--- src/rtl/regfile_write_arbiter.sv ---
// Round-robin arbiter sharing the register file write port among NUM_REQ writeback sources.
// The granted write is registered one cycle and decoded to one-hot enables; R0 writes are dropped.
module regfile_write_arbiter #(
  parameter int NUM_REQ       = 2,
  parameter int BUS_WIDTH     = 8,
  parameter int ADDRESS_WIDTH = 3,
  parameter int DATA_WIDTH    = 32
) (
  input  logic                            clk,
  input  logic                            reset,
  input  logic                            hold,
  input  logic [NUM_REQ-1:0]              req_valid,
  input  logic [NUM_REQ*ADDRESS_WIDTH-1:0] req_addr,
  input  logic [NUM_REQ*DATA_WIDTH-1:0]    req_data,
  output logic [NUM_REQ-1:0]              req_ready,
  output logic                            wr_en,
  output logic [ADDRESS_WIDTH-1:0]        wr_addr,
  output logic [DATA_WIDTH-1:0]           wr_data,
  output logic [BUS_WIDTH-1:0]            wr_onehot,
  output logic [15:0]                     wr_count,
  output logic [7:0]                      r0_drop_count
);

  localparam int PW = (NUM_REQ > 1) ? $clog2(NUM_REQ) : 1;

  logic [PW-1:0]            rr_ptr_q, rr_ptr_d;
  logic                     wr_en_q, wr_en_d;
  logic [ADDRESS_WIDTH-1:0] wr_addr_q, wr_addr_d;
  logic [DATA_WIDTH-1:0]    wr_data_q, wr_data_d;
  logic [BUS_WIDTH-1:0]     wr_onehot_q, wr_onehot_d;
  logic [15:0]              wr_count_q, wr_count_d;
  logic [7:0]               r0_drop_count_q, r0_drop_count_d;

  logic                     grant_found;
  logic [PW-1:0]            grant_idx;
  logic [NUM_REQ-1:0]       grant_vec;
  logic [ADDRESS_WIDTH-1:0] sel_addr;
  logic [DATA_WIDTH-1:0]    sel_data;
  int                       idx;

  // Handshake: a transfer happens in any cycle where req_valid[i] & req_ready[i]; ready is a
  // function of reset, hold, req_valid and rr_ptr only, so it never looks at address or data.
  always_comb begin
    grant_found = 1'b0;
    grant_idx   = '0;
    grant_vec   = '0;
    idx         = 0;
    if (!reset && !hold) begin
      for (int k = 0; k < NUM_REQ; k++) begin
        idx = (int'(rr_ptr_q) + k) % NUM_REQ;
        if (!grant_found && req_valid[idx]) begin
          grant_found = 1'b1;
          grant_idx   = PW'(idx);
        end
      end
    end
    if (grant_found) grant_vec[grant_idx] = 1'b1;
  end

  assign req_ready = grant_vec;
  assign sel_addr  = req_addr[grant_idx*ADDRESS_WIDTH +: ADDRESS_WIDTH];
  assign sel_data  = req_data[grant_idx*DATA_WIDTH +: DATA_WIDTH];

  always_comb begin
    rr_ptr_d        = rr_ptr_q;
    wr_en_d         = 1'b0;
    wr_onehot_d     = '0;
    wr_addr_d       = wr_addr_q;
    wr_data_d       = wr_data_q;
    wr_count_d      = wr_count_q;
    r0_drop_count_d = r0_drop_count_q;
    if (grant_found) begin
      rr_ptr_d  = (grant_idx == PW'(NUM_REQ - 1)) ? '0 : grant_idx + PW'(1);
      wr_addr_d = sel_addr;
      wr_data_d = sel_data;
      if (sel_addr != '0) begin
        wr_en_d     = 1'b1;
        wr_onehot_d = BUS_WIDTH'(1) << sel_addr;
      end else if (r0_drop_count_q != 8'hFF) begin
        r0_drop_count_d = r0_drop_count_q + 8'd1;
      end
    end
    // Counts writes as they appear on the port, one cycle after acceptance.
    if (wr_en_q && wr_count_q != 16'hFFFF) wr_count_d = wr_count_q + 16'd1;
  end

  always_ff @(posedge clk) begin
    if (reset) begin
      rr_ptr_q        <= '0;
      wr_en_q         <= 1'b0;
      wr_addr_q       <= '0;
      wr_data_q       <= '0;
      wr_onehot_q     <= '0;
      wr_count_q      <= '0;
      r0_drop_count_q <= '0;
    end else begin
      rr_ptr_q        <= rr_ptr_d;
      wr_en_q         <= wr_en_d;
      wr_addr_q       <= wr_addr_d;
      wr_data_q       <= wr_data_d;
      wr_onehot_q     <= wr_onehot_d;
      wr_count_q      <= wr_count_d;
      r0_drop_count_q <= r0_drop_count_d;
    end
  end

  assign wr_en         = wr_en_q;
  assign wr_addr       = wr_addr_q;
  assign wr_data       = wr_data_q;
  assign wr_onehot     = wr_onehot_q;
  assign wr_count      = wr_count_q;
  assign r0_drop_count = r0_drop_count_q;

endmodule

--- config.mk ---
export PLATFORM = sky130hd
export DESIGN_NAME = regfile_write_arbiter
export DESIGN_NICKNAME = d
export VERILOG_FILES = /design/src/rtl/regfile_write_arbiter.sv
export SDC_FILE = /design/constraint.sdc
export NUM_CORES = 1
export LEC_CHECK = 0
export CORE_ASPECT_RATIO = 1.2
export CORE_UTILIZATION = 43
export CTS_BUF_LIST = sky130_fd_sc_hd__clkbuf_8
export DETAILED_ROUTE_END_ITERATION = 10
export PLACE_DENSITY = 0.82
export SLEW_MARGIN = 20
export SYNTH_ARGS = -nofsm -noshare
export SYNTH_HDL_FRONTEND = slang
export SYNTH_SLANG_ARGS = --single-unit
--- constraint.sdc ---
create_clock -name clk -period 2.7 [get_ports clk]
set_clock_uncertainty 0.15 [all_clocks]
set_input_delay 0.81 -clock clk [delete_from_list [all_inputs] [get_ports clk]]
set_output_delay 0.81 -clock clk [all_outputs]
set_load 0.02 [all_outputs]
==> flow_summary.toml <==
[grt]
overflow = 0
grt_pass1_vias = 2861
antenna_found_initial = 0
grt_pass1_wl_mm = 13.2
grt_max_degree = 69
grtUsageTotal_pct = 22.8

[cells_and_area]
final_cell_area_mm2 = 0.00493
syn2layout_area_growth_pct = 56.7
regArea_mm2 = 0.00138
nets = 559
multi_input_area_mm2 = 0.00168
fillers = 575
antenna_cells = 0
drive_gt1_share_pct = 9.69

[cts]
clkSinkCount = 69
cts_max_level = 3
clock_latency_ns = 0.34
cts_tree = "built"
numCtsBuffers = 9
path_clk_slew_ns = 0.07
ctsHoldBuffers = 0
clockBufferDepth = 2
root_buffer = "clkbuf_8"

[routing]
ant_nets = 0
viasPerCell = 5.26
drc = 0
dr.pass1.iters = 4
first_iter_violations = 94
wl_per_cell_um = 14.7
vias = 3011
wl_mm = 8.39

[sta]
tightest_slew_ns = 0.634
slew_headroom_pct = 57.7
setup_viol = 0
fmax_mhz = 385
fin_setup_tns_ns = 0
finalHoldViolations = 0
period_minus_slack_ns = 2.59
post-route-period-util_pct = 96.1
maxSlewViolCount = 0
rsz0062_at_grt = "false"

[placement]
placed_area_mm2 = 0.00472
gp_congestion = 0.863
io_buffers = 144
place_hpwl_mm = 6.15

[logic_synthesis]
syn_nets = 407
synth_edf_count = 0
synth_top_flop_cell = "dfxtp_1"
syn-cell-area_mm2 = 0.00314
synth_compound_area_share_pct = 12.7
ys_ff_latch = 69
synthXorXnorAreaFrac_pct = 4.18
synth_top_family_by_area = "simple AND/OR/NAND/NOR gates"
synthMuxAreaShare_pct = 12.7
synthAdderAreaFrac_pct = 0.796
synth_seq_area_share_pct = 43.9
synth-simple-area-share_pct = 22.2
yosysUniqueCellTypes = 42
synth.avg_cell_area_um2 = 9.53
synthCells = 330
synthArstFlopShare_pct = 0
yosys_warnings = 0

[setup_path]
end_kind = "output pin"
start_kind = "primary input"
cp_top_family = "buffers and inverters"
critical_path_buf_inv_count = 3
arrival_ns = 1.63
critPathKind = "in -> out"
rr_worst_depth = 6
slowest_delay_ns = 0.26
timing.rr.end = "wr_onehot[4]"
slowest_stage = "dlygate4sd2_1"
worst_r2r_startpoint = "rr_ptr_q"
worstPathCellList = "dlygate4sd2_1 -> nor2_4 -> nand3_2 -> inv_2 -> nor2_1 -> buf_4"
r2r_setup_slack_ns = 0.73
cp_max_fo = 3
crit_required_ns = 1.74

[floorplan]
initial_utilization_pct = 45.3
die_w_um = 80.1
std_cell_rows = 33
die_h_um = 95.7
ios = 145
core_area_mm2 = 0.00694
die_area_mm2 = 0.00766

[job]
cap_violations = 0

[hold_path]
worstHoldEndpoint = "wr_data[18]"
whs_path_depth = 2
holdCritStartpoint = "wr_data[18]"
min_path_type = "reg -> reg"

[power_and_ir_drop]
p_leak_nw = 1.99
vdd_ir_drop_max_mv = 0.291
power_per_cell_area_mw_per_mm2 = 468

[status]
status = "finished clean"
-- registers in the layout (all words and copies together), names as in the netlist --
register / flops
rr_ptr_q: 1
wr_count: 16
wr_onehot: 8
wr_addr: 3
wr_data: 32
wr_en: 1
r0_drop_count: 8
-- worst reg2reg max path, stage by stage (launching register included) --
cell and delay, ns:
dfxtp_1 0.30, nand2b_1 0.17, nand3_2 0.10, buf_4 0.53, mux2i_1 0.34, nand2b_1 0.22, a21oi_1 0.06
-- stage by stage --
| stage | utilization [%] | total power [mW] | hold slack, ns | std cells | setup WS (ns) |
|---|---|---|---|---|---|
| 2_1_floorplan | - | 1.27 | 0.318 | 330 | 0.0859 |
| 3_3_place_gp | 68.1 | 1.51 | 0.318 | 555 | -0.645 |
| 3_5_place_dp | 68.1 | 1.51 | 0.326 | 555 | -0.669 |
| 4_1_cts | 71.0 | 2.33 | 0.346 | 572 | 0.0837 |
| 5_1_grt | 71.0 | 2.40 | 0.369 | 572 | 0.0678 |
| 6_report | 71.0 | 2.30 | 0.342 | 572 | 0.105 |
-- power by group --
| group | internal [mW] | switching [mW] | total, mW | leakage [nW] |
|---|---|---|---|---|
| sequential | 1.06 | 0.0273 | 1.09 | 0.563 |
| clock | 0.440 | 0.373 | 0.813 | 0.0902 |
| combinational | 0.228 | 0.174 | 0.402 | 1.33 |
| total | 1.73 | 0.574 | 2.30 | 1.99 |
-- cells in the mapped netlist, drive strengths merged, types with 5 or more instances --
cell type  instances  area, µm²
a21oi              8       43.8
xor2               6       52.6
dfxtp             69       1380
clkbuf            14       52.6
o21ai             37        185
nor2              32        123
xnor2              9       78.8
nand4             11       68.8
a211oi             5       42.5
nand3              8       52.6
nand2              7       26.3
buf                6       36.3
mux2i             40        400
and3               5       31.3
nand3b            35        263
-- metal layers --
layer	vias up	routed length [µm]	track usage [%]
met5	-	0	0
met4	0	285	14.3
met3	27	713	7.08
met2	140	4110	37.7
met1	1350	3280	25.4
li1	1494	-	-
-- cell families (layout without fill, tap and decap cells) --
kind of cell	count (synthesis)	count (layout)
other cells	1	1
compound gates	63	63
xor+xnor	15	15
simple gates	116	116
flops	69	69
mux	40	40
fa+ha+maj	2	2
buf+inv	24	179
-- worst max path at each step --
stage / startpoint / slack, ns / to / cells after the start
2_1_floorplan: reset / 0.09 / req_ready[0] / 4
3_3_place_gp: hold / -0.65 / req_ready[1] / 5
3_5_place_dp: hold / -0.67 / req_ready[1] / 5
4_1_cts: hold / 0.08 / req_ready[0] / 6
5_1_grt: hold / 0.07 / req_ready[0] / 6
6_report: hold / 0.11 / req_ready[0] / 6
-- final cells by class --
class	count	share of cell area [%]
multi-input cells	237	34.1
flip-flops and latches	69	28.0
well taps	87	2.21
inverters	4	0.305
clock inverters	4	1.02
clock buffers	10	2.79
repair buffers	161	31.5
-- layout by cell type, fill, tap and decap left out, types with 2 or more instances in the layout --
cell and count:
clkdlybuf4s50_1 138, dfxtp_1 69, mux2i_1 40, nand3b_1 35
o21ai_0 35, nor2_1 31, buf_4 18, nand4_1 11
clkbuf_8 10, xnor2_1 9, a21oi_1 7, nand2_1 7
nand3_1 6, xor2_1 6, and3_1 5, nand2b_1 4
a31oi_1 4, a211oi_1 4, inv_1 3, nor3_1 3
dlygate4sd2_1 3, nor3b_1 2, or3_1 2, and4_4 2
and4_1 2, o2111ai_1 2, ha_1 2, clkinvlp_4 2
buf_2 2
-- timing repair --
item                                   CTS  global route
buffers inserted                         3             0
gates resized for setup                 14             0
setup endpoints to repair                2             0
endpoints found under the hold margin    0             0
Note: power is estimated with default switching activity, not from simulation.
